[config.mk]
export PLATFORM = sky130hd
export DESIGN_NAME = uart_rx_fifo
export DESIGN_NICKNAME = d
export VERILOG_FILES = /design/src/rtl/uart_rx_fifo.sv
export SDC_FILE = /design/constraint.sdc
export NUM_CORES = 1
export LEC_CHECK = 0
export CAP_MARGIN = 0
export CORE_ASPECT_RATIO = 0.7
export CORE_MARGIN = 10
export CORE_UTILIZATION = 45
export CTS_BUF_LIST = sky130_fd_sc_hd__clkbuf_16
export DETAILED_ROUTE_END_ITERATION = 16
export PLACE_DENSITY = 0.62
export SLEW_MARGIN = 30
export SYNTH_ARGS = -nofsm -noshare
export SYNTH_HDL_FRONTEND = slang
export SYNTH_SLANG_ARGS = --single-unit
[constraint.sdc]
create_clock -name clk_i -period 2.85 [get_ports clk_i]
set_input_delay 0.285 -clock clk_i [delete_from_list [all_inputs] [get_ports clk_i]]
set_output_delay 0.285 -clock clk_i [all_outputs]
set_load 0.1 [all_outputs]
[src/rtl/uart_rx_fifo.sv]
// Receive-side byte FIFO between a UART receiver and its consumer: registered reads, occupancy flags, sticky overrun.
// Define UART_RX_FIFO_LEVEL_EN to expose the occupancy count on level_o.
module uart_rx_fifo #(
    parameter int D_WIDTH    = 8,
    parameter int ADDR_WIDTH = 4,
    parameter int WATERMARK  = 12
) (
    input  logic                 clk_i,
    input  logic                 reset_i,
    input  logic [D_WIDTH-1:0]   rx_byte_i,
    input  logic                 rx_done_i,
    input  logic                 rd_en_i,
    output logic [D_WIDTH-1:0]   rd_data_o,
    output logic                 rd_valid_o,
    output logic                 empty_o,
    output logic                 full_o,
    output logic                 almost_full_o,
    output logic                 overrun_o,
    input  logic                 clr_overrun_i
`ifdef UART_RX_FIFO_LEVEL_EN
    ,
    output logic [ADDR_WIDTH:0]  level_o
`endif
);

    localparam int DEPTH = 2 ** ADDR_WIDTH;
    localparam logic [ADDR_WIDTH:0] DEPTH_C = (ADDR_WIDTH+1)'(DEPTH);
    localparam logic [ADDR_WIDTH:0] WM_C    = (ADDR_WIDTH+1)'(WATERMARK);

    logic [D_WIDTH-1:0]    mem [DEPTH];
    logic [ADDR_WIDTH-1:0] wr_ptr_reg, wr_ptr_next;
    logic [ADDR_WIDTH-1:0] rd_ptr_reg, rd_ptr_next;
    logic [ADDR_WIDTH:0]   count_reg, count_next;
    logic [D_WIDTH-1:0]    rd_data_reg;
    logic                  rd_valid_reg;
    logic                  overrun_reg, overrun_next;

    logic wr_accept;
    logic rd_accept;
    logic wr_drop;

    // A read at full frees a slot in the same cycle, so a simultaneous write is still accepted.
    assign rd_accept = rd_en_i && !empty_o;
    assign wr_accept = rx_done_i && (!full_o || rd_accept);
    assign wr_drop   = rx_done_i && !wr_accept;

    always_comb begin
        wr_ptr_next  = wr_ptr_reg;
        rd_ptr_next  = rd_ptr_reg;
        count_next   = count_reg;
        overrun_next = overrun_reg;
        if (wr_accept) begin
            wr_ptr_next = wr_ptr_reg + ADDR_WIDTH'(1);
        end
        if (rd_accept) begin
            rd_ptr_next = rd_ptr_reg + ADDR_WIDTH'(1);
        end
        case ({wr_accept, rd_accept})
            2'b10:   count_next = count_reg + (ADDR_WIDTH+1)'(1);
            2'b01:   count_next = count_reg - (ADDR_WIDTH+1)'(1);
            default: count_next = count_reg;
        endcase
        // A fresh drop takes priority over a clear requested in the same cycle.
        if (wr_drop) begin
            overrun_next = 1'b1;
        end else if (clr_overrun_i) begin
            overrun_next = 1'b0;
        end
    end

    always_ff @(posedge clk_i) begin
        if (reset_i) begin
            wr_ptr_reg   <= '0;
            rd_ptr_reg   <= '0;
            count_reg    <= '0;
            overrun_reg  <= 1'b0;
            rd_valid_reg <= 1'b0;
        end else begin
            wr_ptr_reg   <= wr_ptr_next;
            rd_ptr_reg   <= rd_ptr_next;
            count_reg    <= count_next;
            overrun_reg  <= overrun_next;
            rd_valid_reg <= rd_accept;
        end
    end

    // Storage array carries no reset so it maps onto block RAM.
    always_ff @(posedge clk_i) begin
        if (!reset_i && wr_accept) begin
            mem[wr_ptr_reg] <= rx_byte_i;
        end
    end

    // Read-before-write ordering returns the oldest entry when both ports hit the same slot at full.
    always_ff @(posedge clk_i) begin
        if (reset_i) begin
            rd_data_reg <= '0;
        end else if (rd_accept) begin
            rd_data_reg <= mem[rd_ptr_reg];
        end
    end

    assign rd_data_o     = rd_data_reg;
    assign rd_valid_o    = rd_valid_reg;
    assign overrun_o     = overrun_reg;
    assign empty_o       = (count_reg == '0);
    assign full_o        = (count_reg == DEPTH_C);
    assign almost_full_o = (count_reg >= WM_C);
`ifdef UART_RX_FIFO_LEVEL_EN
    assign level_o       = count_reg;
`endif

endmodule

# Word level (Yosys, flattened, before mapping)
# Memories as Yosys holds them, arrays and structs flattened. A register that Yosys moved wholly into a read port is not among the register bits.
# Cells that the tools add are included.
[word_totals]
register_bits = 15
mem_bits_rw = 128
inputBits = 13
out_inout_bits = 13
memories = 1
[mem_list]
columns = ["memory", "depth", "width", "rd", "rd_ports_with_merged_regs", "write_ports", "line", "rtl"]
rows = [
  ["mem", 16, 8, 1, 1, 1, "30", "logic [D_WIDTH-1:0] mem [DEPTH];"],
]
[op_classes]
add_sub_neg = 4
order_cmp = 1
n_eq_ne = 3
mux = 5
reduce_logical = 12
[ops]
columns = ["cell", "n"]
rows = [
  ["case mux 5 bit (2 select lines)", 1],
  ["adder 4 x 1 -> 4 bit (second input constant)", 2],
  ["adder 5 x 1 -> 5 bit (second input constant)", 1],
  ["== test 5 bit (second input constant)", 1],
  [">= comparator 5 x 4 -> 1 bit (second input constant)", 1],
  ["logical NOT 5 bit", 1],
  ["subtractor 5 x 1 -> 5 bit (second input constant)", 1],
  ["logical AND 1 bit", 4],
  ["logical NOT 1 bit", 4],
  ["2-to-1 mux 1 bit", 4],
  ["nonzero test 2 bit", 2],
  ["== test 2 x 1 -> 1 bit (second input constant)", 1],
  ["== test 2 bit (second input constant)", 1],
  ["logical OR 1 bit", 1],
]

# Longest topological paths before layout
# Gate-level depths: netlist (run 1).
[depth]
ltp_word = 8
depth_mapped = 11
mapped_depth_nobuf = 9

# Worst setup path before layout (run 1)
# OpenSTA, ideal clock, no wires.
[synth_timing]
path_type = "reg-to-reg"
from = "register count_reg[0]"
to = "register count_reg[4]"
setup_ps = 95
arrival_ps = 2662
required_time_ps = 2755
path_slack_ps = 93
stages_incl_launch_ff = 11
path_buffers = 2
period_less_slack_ps = 2757
cell_sequence = "dfxtp_1 > or4_1 > buf_6 > o21ai_2 > buf_4 > nor2_1 > ha_1 > nand2b_1 > a21oi_1 > mux2_2 > a221oi_1"
[synth_via]
elab_chain_cells = 7
[synth_rtl]
columns = ["element", "line", "rtl"]
rows = [
  ["start, declared", "33", "logic [ADDR_WIDTH:0] count_reg, count_next;"],
  ["start signal, assigned", "81", "count_reg <= count_next;"],
  ["logical NOT 5 bit", "106", "assign empty_o = (count_reg == '0);"],
  ["logical NOT 1 bit", "43", "assign rd_accept = rd_en_i && !empty_o;"],
  ["logical AND 1 bit", "43", ""],
  ["logical OR 1 bit", "44", "assign wr_accept = rx_done_i && (!full_o || rd_accept);"],
  ["logical AND 1 bit", "44", ""],
  ["== test 2 x 1 -> 1 bit / == test 2 bit (equally long branches)", "58", "case ({wr_accept, rd_accept})"],
  ["case mux 5 bit (2 select lines) / nonzero test 2 bit (equally long branches)", "--", ""],
]
# Several ways; a longest one is shown, not always the timed one.
# A chain may end at the register's enable or synchronous reset.

# Final worst setup path (run 1)
# Ends and elaborated chain as after synthesis.

==> run metrics, run 1 <==
pwr/cell area=925.2 nW/um^2; # diodes=0; Die W=159.9 um; CP max FO=5; Area growth, synth to finish=17.57%; skew final=between 0.01 and 0.015 ns; top sig layer=met4; port bufs=25; critical path startpoint category=flop; Starting Density=46.47%; Layout Cells excl Fill=619; Worst-Margin Slew=just over 0.9 ns; Total GRT Usage=14.14%; type of the worst min-delay path=reg -> reg; Placed Cells=between 500 and 600; layout cells sized above 1=21.20%; max FFs per register=128; unrepaired setup endpoints after global routing=false; Worst Setup End Kind=flop; vias in the first global route=around 3.4k; outcome=finished clean; Mapped Nets=402; biggest area consumer among synthesized cells=edfxtp_1; Static Leak=~2.3 nW; arrival time at the worst endpoint=2.88 ns; routability cong.=between 0.8 and 0.9; Hold Violations, Final=0; Final ANT Viol Nets=0; post-synth top area share=slightly above 60%; Syn. warnings=0; global-route wire length before repair=20.27 mm; Synth Instances=between 300 and 400; DRT Pass-1 Iters=5; io pins=26; VDD IR max=0.4241 mV; DR WL/cell=20.93 um; Required @ worst endpoint=3.16 ns; grt total ovfl=0; Max Clk Rate=between 300 and 400 MHz; ys flop type=edfxtp_1; largest net degree at the start of global routing=28; drt drc=0; CTS tree=done; top post-synthesis cells by area=edfxtp_1 62%, dfxtp_1 7.5%, mux4_2 5.8%; Period minus WS final=~2.6 ns; initial antenna violation count=0; DRT met1 WL=6.024 mm; Min Hold Slack=roughly 0.48 ns; number of max-cap violations=0; Routed WL=12.96 mm; fin util=54.63%; Initial DRC Count=between 300 and 400; CORE AREA=13270 sq um; fin crit share=approximately 90%; vias per cell=~5.4; Filler Cells Inserted=roughly 1.1k; Rel. slew slack=between 30% and 40%; final setup fails=0; FP Rows=35; synthesis-stage register bit count=151; # resized after CTS=0; placed wire-length estimate=8.601 mm; CTS Sinks=about 150; fin nets=443; number of H-tree levels=4; Setup TNS=0 ns; sequential area share after synthesis=a little over two thirds; metal2 WL=5.993 mm; vias post-DR=3350; full die area=between 15000 and 20000 sq um; Setup CP Type=reg -> reg; ys async rst share=0%; clock-pin transition on the worst setup and hold timing paths=0.07 ns; setup bufs post-CTS=0; hold bufs inserted after CTS=0; met3 WL=895 um; final number of max-transition violations=0; worst-case clock buffer depth=2; Root Buffer=clkbuf_16; Post-synth EDFFs=~130; post-synthesis cell area=6166 sq um; die height=117.9 um; Mapped Avg Cell Area=16.23 sq um; worst-skew pair later-pin latency=0.42 ns; Synth cell types=50; TritonCTS Buffers=17
## cells in the mapped netlist, drive strengths merged, types with 6 or more instances
| library cell | count |
|---|---|
| nand2 | 9 |
| ha | 8 |
| nand2b | 6 |
| nor2 | 42 |
| dfxtp | 23 |
| nor4 | 8 |
| nor3 | 8 |
| edfxtp | 128 |
| o22ai | 16 |
| a22o | 7 |
| inv | 7 |
| mux2i | 36 |
| mux4 | 16 |
| buf | 15 |
## layer usage
| metal | GRT usage, % | up-vias |
|---|---|---|
| met3 | 3.319 | 6 |
| met4 | 4.691 | 0 |
| met1 | 20.19 | 1689 |
| met2 | 20.66 | 92 |
| met5 | 0 | - |
| li1 | - | 1563 |
## worst max-delay path, stage by stage, from the launching register on
cell and delay, ns:
dfxtp_1 0.35, or4_1 0.59, o21ai_2 0.15, nor2_1 0.11
ha_1 0.36, nand2b_1 0.08, a21oi_1 0.20, mux2_2 0.36
a221oi_1 0.27
## power breakdown
part           internal [mW]  switching, mW  total [mW]
Combinational          0.590           1.28        1.87
Sequential              2.52         0.0912        2.61
Clock                   1.31          0.922        2.23
## area by class of cell
| cell class | instances | area, sq um | share of cell area, % |
|---|---|---|---|
| Timing Repair Buffer | 41 | 350.3 | 4.833 |
| Tap cell | 185 | 231.5 | 3.193 |
| Multi-Input combinational cell | 203 | 1747 | 24.09 |
| Clock buffer | 17 | 425.4 | 5.868 |
| Clock inverter | 15 | 163.9 | 2.261 |
| Inverter | 7 | 26.28 | 0.3624 |
| Sequential cell | 151 | 4305 | 59.39 |
## through the flow
step	setup WS [ns]	instance area [sq um]	power, mW
2_1_floorplan	0.09293	6166	4.082
3_3_place_gp	0.2180	6655	4.502
3_5_place_dp	0.1019	6655	4.531
4_1_cts	0.2633	7244	6.756
5_1_grt	0.07585	7249	6.998
6_report	0.2836	7249	6.707
## layout by cell type (no fill, tap or decap), types with 3 or more instances in the layout
cell and n:
buf_4 28, mux4_2 16, nor3_1 8, xor2_1 4, mux2i_1 35, nor4_1 8
edfxtp_1 128, nor2b_1 3, inv_1 6, nand2b_1 6, nor2_1 39, a21oi_1 4
inv_6 5, clkdlybuf4s50_1 12, nand2_1 9, o22ai_1 16, or3_1 3, nand3b_1 3
a22o_1 7, clkbuf_16 17, mux2_4 3, dfxtp_1 22, ha_1 8, clkinvlp_4 3
## worst paths after layout
path | start | to | slack (ns) | cells past startpoint
worst max register to register | count_reg[0]$_SDFFE_PP0P_ | count_reg[4]$_SDFFE_PP0P_ | 0.28 | 8
worst min-delay path | overrun_o$_SDFFE_PP0P_ | overrun_o$_SDFFE_PP0P_ | 0.48 | 2
worst max-delay path | count_reg[0]$_SDFFE_PP0P_ | count_reg[4]$_SDFFE_PP0P_ | 0.28 | 8
worst min register to register | overrun_o$_SDFFE_PP0P_ | overrun_o$_SDFFE_PP0P_ | 0.48 | 2
## cells by family (layout without fill, tap and decap cells)
kind of cell	count (synthesis)	after routing	synth area share [%]
and+or+nand+nor	90	90	7.184
DFF	151	151	69.81
xor gates and xnor gates	6	6	0.8523
buffers and inverters	26	80	1.948
AOI/OAI and AO/OA	42	42	5.459
adders and majority gates	9	9	1.948
muxes	56	56	12.80
Note: power is estimated with default switching activity, not from simulation.
==> run 2, diff against run 1 <==
Settings changed: ABC_AREA from default to 1, SETUP_SLACK_MARGIN from default to 0.4.
==> run 2 against run 1 <==
Area after synthesis grew 8.4%. Routed wire length grew 16%. Clock-buffer cell count is the same. Die area grew 7.1%. Setup slack gained 0.51 ns. Hold slack lost 0.014 ns. Critical path depth grew 3. Via count grew 38%. Fmax grew 25%. Sequential power shrank 2%. Power shrank 4.3%. Cell count grew 48%. Critical endpoint unchanged. Largest power group unchanged.
==> run metrics, run 2 <==
outcome=finished clean; grt total ovfl=0; Bufs and invs on worst path=1; layout cells sized above 1=10.85%; simple-gate share of the synthesized area=between 20 and 25%; adder-cell share of the synthesized area=1.798%; FF-to-FF End=count_reg[4]$_SDFFE_PP0P_; Crit path largest cell delay=0.44 ns; synthesis-stage register bit count=~150; hold bufs inserted after CTS=0; initial antenna violation count=0; Top Usage Layer GRT=met2; Layout Cells excl Fill=914; critical path startpoint category=flop; Hold Startpoint=overrun_o$_SDFFE_PP0P_; worst-skew pair later-pin latency=0.42 ns; fin crit share=about 72%; met1 global-route usage=21.44%; Setup TNS=0 ns; largest net degree at the start of global routing=between 60 and 70; number of H-tree levels=4; CP top delay family=simple AND/OR/NAND/NOR gates; Area growth, synth to finish=14.66%; global-route wire length before repair=roughly 25 mm; Total GRT Usage=15.37%; # diodes=0; die height=121.9 um; Max Clk Rate=487.1 MHz; Worst-Margin Slew=0.7515 ns; Initial DRC Count=419; Period minus WS final=between 2 and 2.5 ns; ys flop type=edfxtp_1; Placed Cells=approximately 880; DR WL/cell=~16 um; top post-synthesis cells by area=edfxtp_1 58%, nand2_1 10%, nand3_1 7.6%; type of the worst min-delay path=reg -> reg; routability cong.=just over 0.8; CORE AREA=14630 sq um; CTS Sinks=between 150 and 200; critical path cell sequence=nor2_4 -> nand3_4 -> nand2_4 -> inv_4 -> nand2_4 -> fa_1 -> nand3b_1 -> nand3_1 -> nand2_1 -> a21oi_1 -> nor2_1; Worst Hold Depth=2; unrepaired setup endpoints after global routing=false; Setup CP Type=reg -> reg; Mapped Avg Cell Area=just under 10 sq um; largest family of logic cells by synthesized area=simple AND/OR/NAND/NOR gates; ys async rst share=0%; reg2reg path depth=11; Hold Violations, Final=0; arrival time at the worst endpoint=2.37 ns; max FFs per register=128; count leader, synth=nand2_1; number of max-cap violations=0; worst reg-to-reg setup slack=0.80 ns; FP Rows=37; VDD IR max=between 0.3 and 0.4 mV; Required @ worst endpoint=3.17 ns; Root Buffer=clkbuf_16; DRT Pass-1 Iters=5; worst-case clock buffer depth=2; clock-pin transition on the worst setup and hold timing paths=approximately 0.06 ns; post-synthesis cell area=about 6700 sq um; io pins=26; setup bufs post-CTS=0; TritonCTS Buffers=17; Syn. warnings=0; Die W=165.6 um; skew final=0.01113 ns; synth cell count leaders=183 x nand2_1, 128 x edfxtp_1, 102 x nand3_1, 88 x inv_1, 62 x nor2_1; XOR/XNOR Fraction of Synth Area=0.3933%; pwr/cell area=~840 nW/um^2; leading cell type in the layout, fill and taps excluded=nand2_1; Post-synth EDFFs=128; Slowest cell on crit path=dfxtp_1; vias in the first global route=4508; port bufs=25; Filler Cells Inserted=1311; Multi-input gate area=1842 sq um; vias per cell=5.070; Synth Area in Compound Gates=2.547%; Mapped Nets=roughly 700; placed wire-length estimate=approximately 10 mm; final number of max-transition violations=0; post-synth top area share=57.53%; most frequent cells in the layout=183 x nand2_1, 128 x edfxtp_1, 102 x nand3_1; met3 usage=between 3 and 4%; drt drc=0; vias post-DR=approximately 4.6k; # resized after CTS=0; Final ANT Viol Nets=0; CP dominant cell by count=nand2_4; CP max FO=20; Routed WL=14.99 mm; fin nets=around 730; Synth cell types=31; Static Leak=3.203 nW; Starting Density=between 40% and 50%; Rel. slew slack=49.90%; mux cell area share after synthesis=0%; hold worst-path end=overrun_o$_SDFFE_PP0P_; CTS tree=done; biggest area consumer among synthesized cells=edfxtp_1; full die area=20200 sq um; Worst Setup End Kind=flop; final setup fails=0; met2 Usage GRT=23.15%; storage element area=4305 sq um; worst reg2reg path startpoint=count_reg[1]$_SDFFE_PP0P_; sequential area share after synthesis=64.42%; Synth Instances=672
==> run 2: how the worst max path moves through the flow <==
| stage | from | end | slack, ns | cells after the start |
|---|---|---|---|---|
| finish | count_reg[1]$_SDFFE_PP0P_ | count_reg[4]$_SDFFE_PP0P_ | 0.80 | 11 |
| global route | count_reg[0]$_SDFFE_PP0P_ | count_reg[4]$_SDFFE_PP0P_ | 0.57 | 13 |
| CTS | count_reg[1]$_SDFFE_PP0P_ | count_reg[4]$_SDFFE_PP0P_ | 0.80 | 11 |
| detailed placement | rd_en_i | count_reg[4]$_SDFFE_PP0P_ | 0.51 | 10 |
| global placement | rd_en_i | count_reg[4]$_SDFFE_PP0P_ | 0.56 | 10 |
| floorplan | count_reg[1]$_SDFFE_PP0P_ | mem[10][0]$_DFFE_PP_ | 0.73 | 6 |
==> run 2: logic make-up (layout without fill, tap and decap cells) <==
kind of cell             Yosys count  after routing
AO/OA/AOI/OAI                     29             29
flip-flops                       151            151
AND/OR/NAND/NOR                  357            357
adder cells (fa/ha/maj)            9              9
XOR/XNOR                           3              3
buffers and inverters            123            170
==> run 2: power breakdown <==
part	leakage, nW	internal (mW)	total, mW	switching (mW)
combinational	1.61	0.470	1.80	1.33
sequential	1.34	2.49	2.57	0.0775
clock	0.251	1.18	2.05	0.867
total	3.20	4.15	6.42	2.27
==> run 2: through the flow <==
step | util (%) | hold slack, ns | area [sq um] | total power [mW] | setup WS [ns]
after detailed placement | 48.72 | 0.4618 | 7127 | 4.415 | 0.5093
after CTS | 52.37 | 0.4707 | 7661 | 6.456 | 0.8005
after floorplan | - | 0.3839 | 6681 | 4.030 | 0.7335
after global routing | 52.37 | 0.5386 | 7661 | 6.756 | 0.5732
final | 52.37 | 0.4691 | 7661 | 6.419 | 0.7969
after global placement | 48.72 | 0.4591 | 7127 | 4.382 | 0.5630
==> run 2: worst min-delay path, cell delays in order, from the launching register on <==
cell     delay, ns
dfxtp_1       0.31
nand2_1       0.06
a21oi_1       0.05
==> run 2: area by class of cell <==
class                      count  area share, %
timing repair buffer          45          4.965
tap                          195          3.185
sequential                   151          56.20
inverter                      94          4.638
clock buffer                  17          5.553
multi-input combinational    398          24.04
clock inverter                14          1.421
==> run 2: routing by layer <==
| layer | share of wire [%] | vias up |
|---|---|---|
| met5 | 0 | - |
| met4 | 1.8 | 0 |
| met3 | 6.0 | 33 |
| met2 | 44 | 140 |
| met1 | 48 | 2211 |
| li1 | - | 2250 |
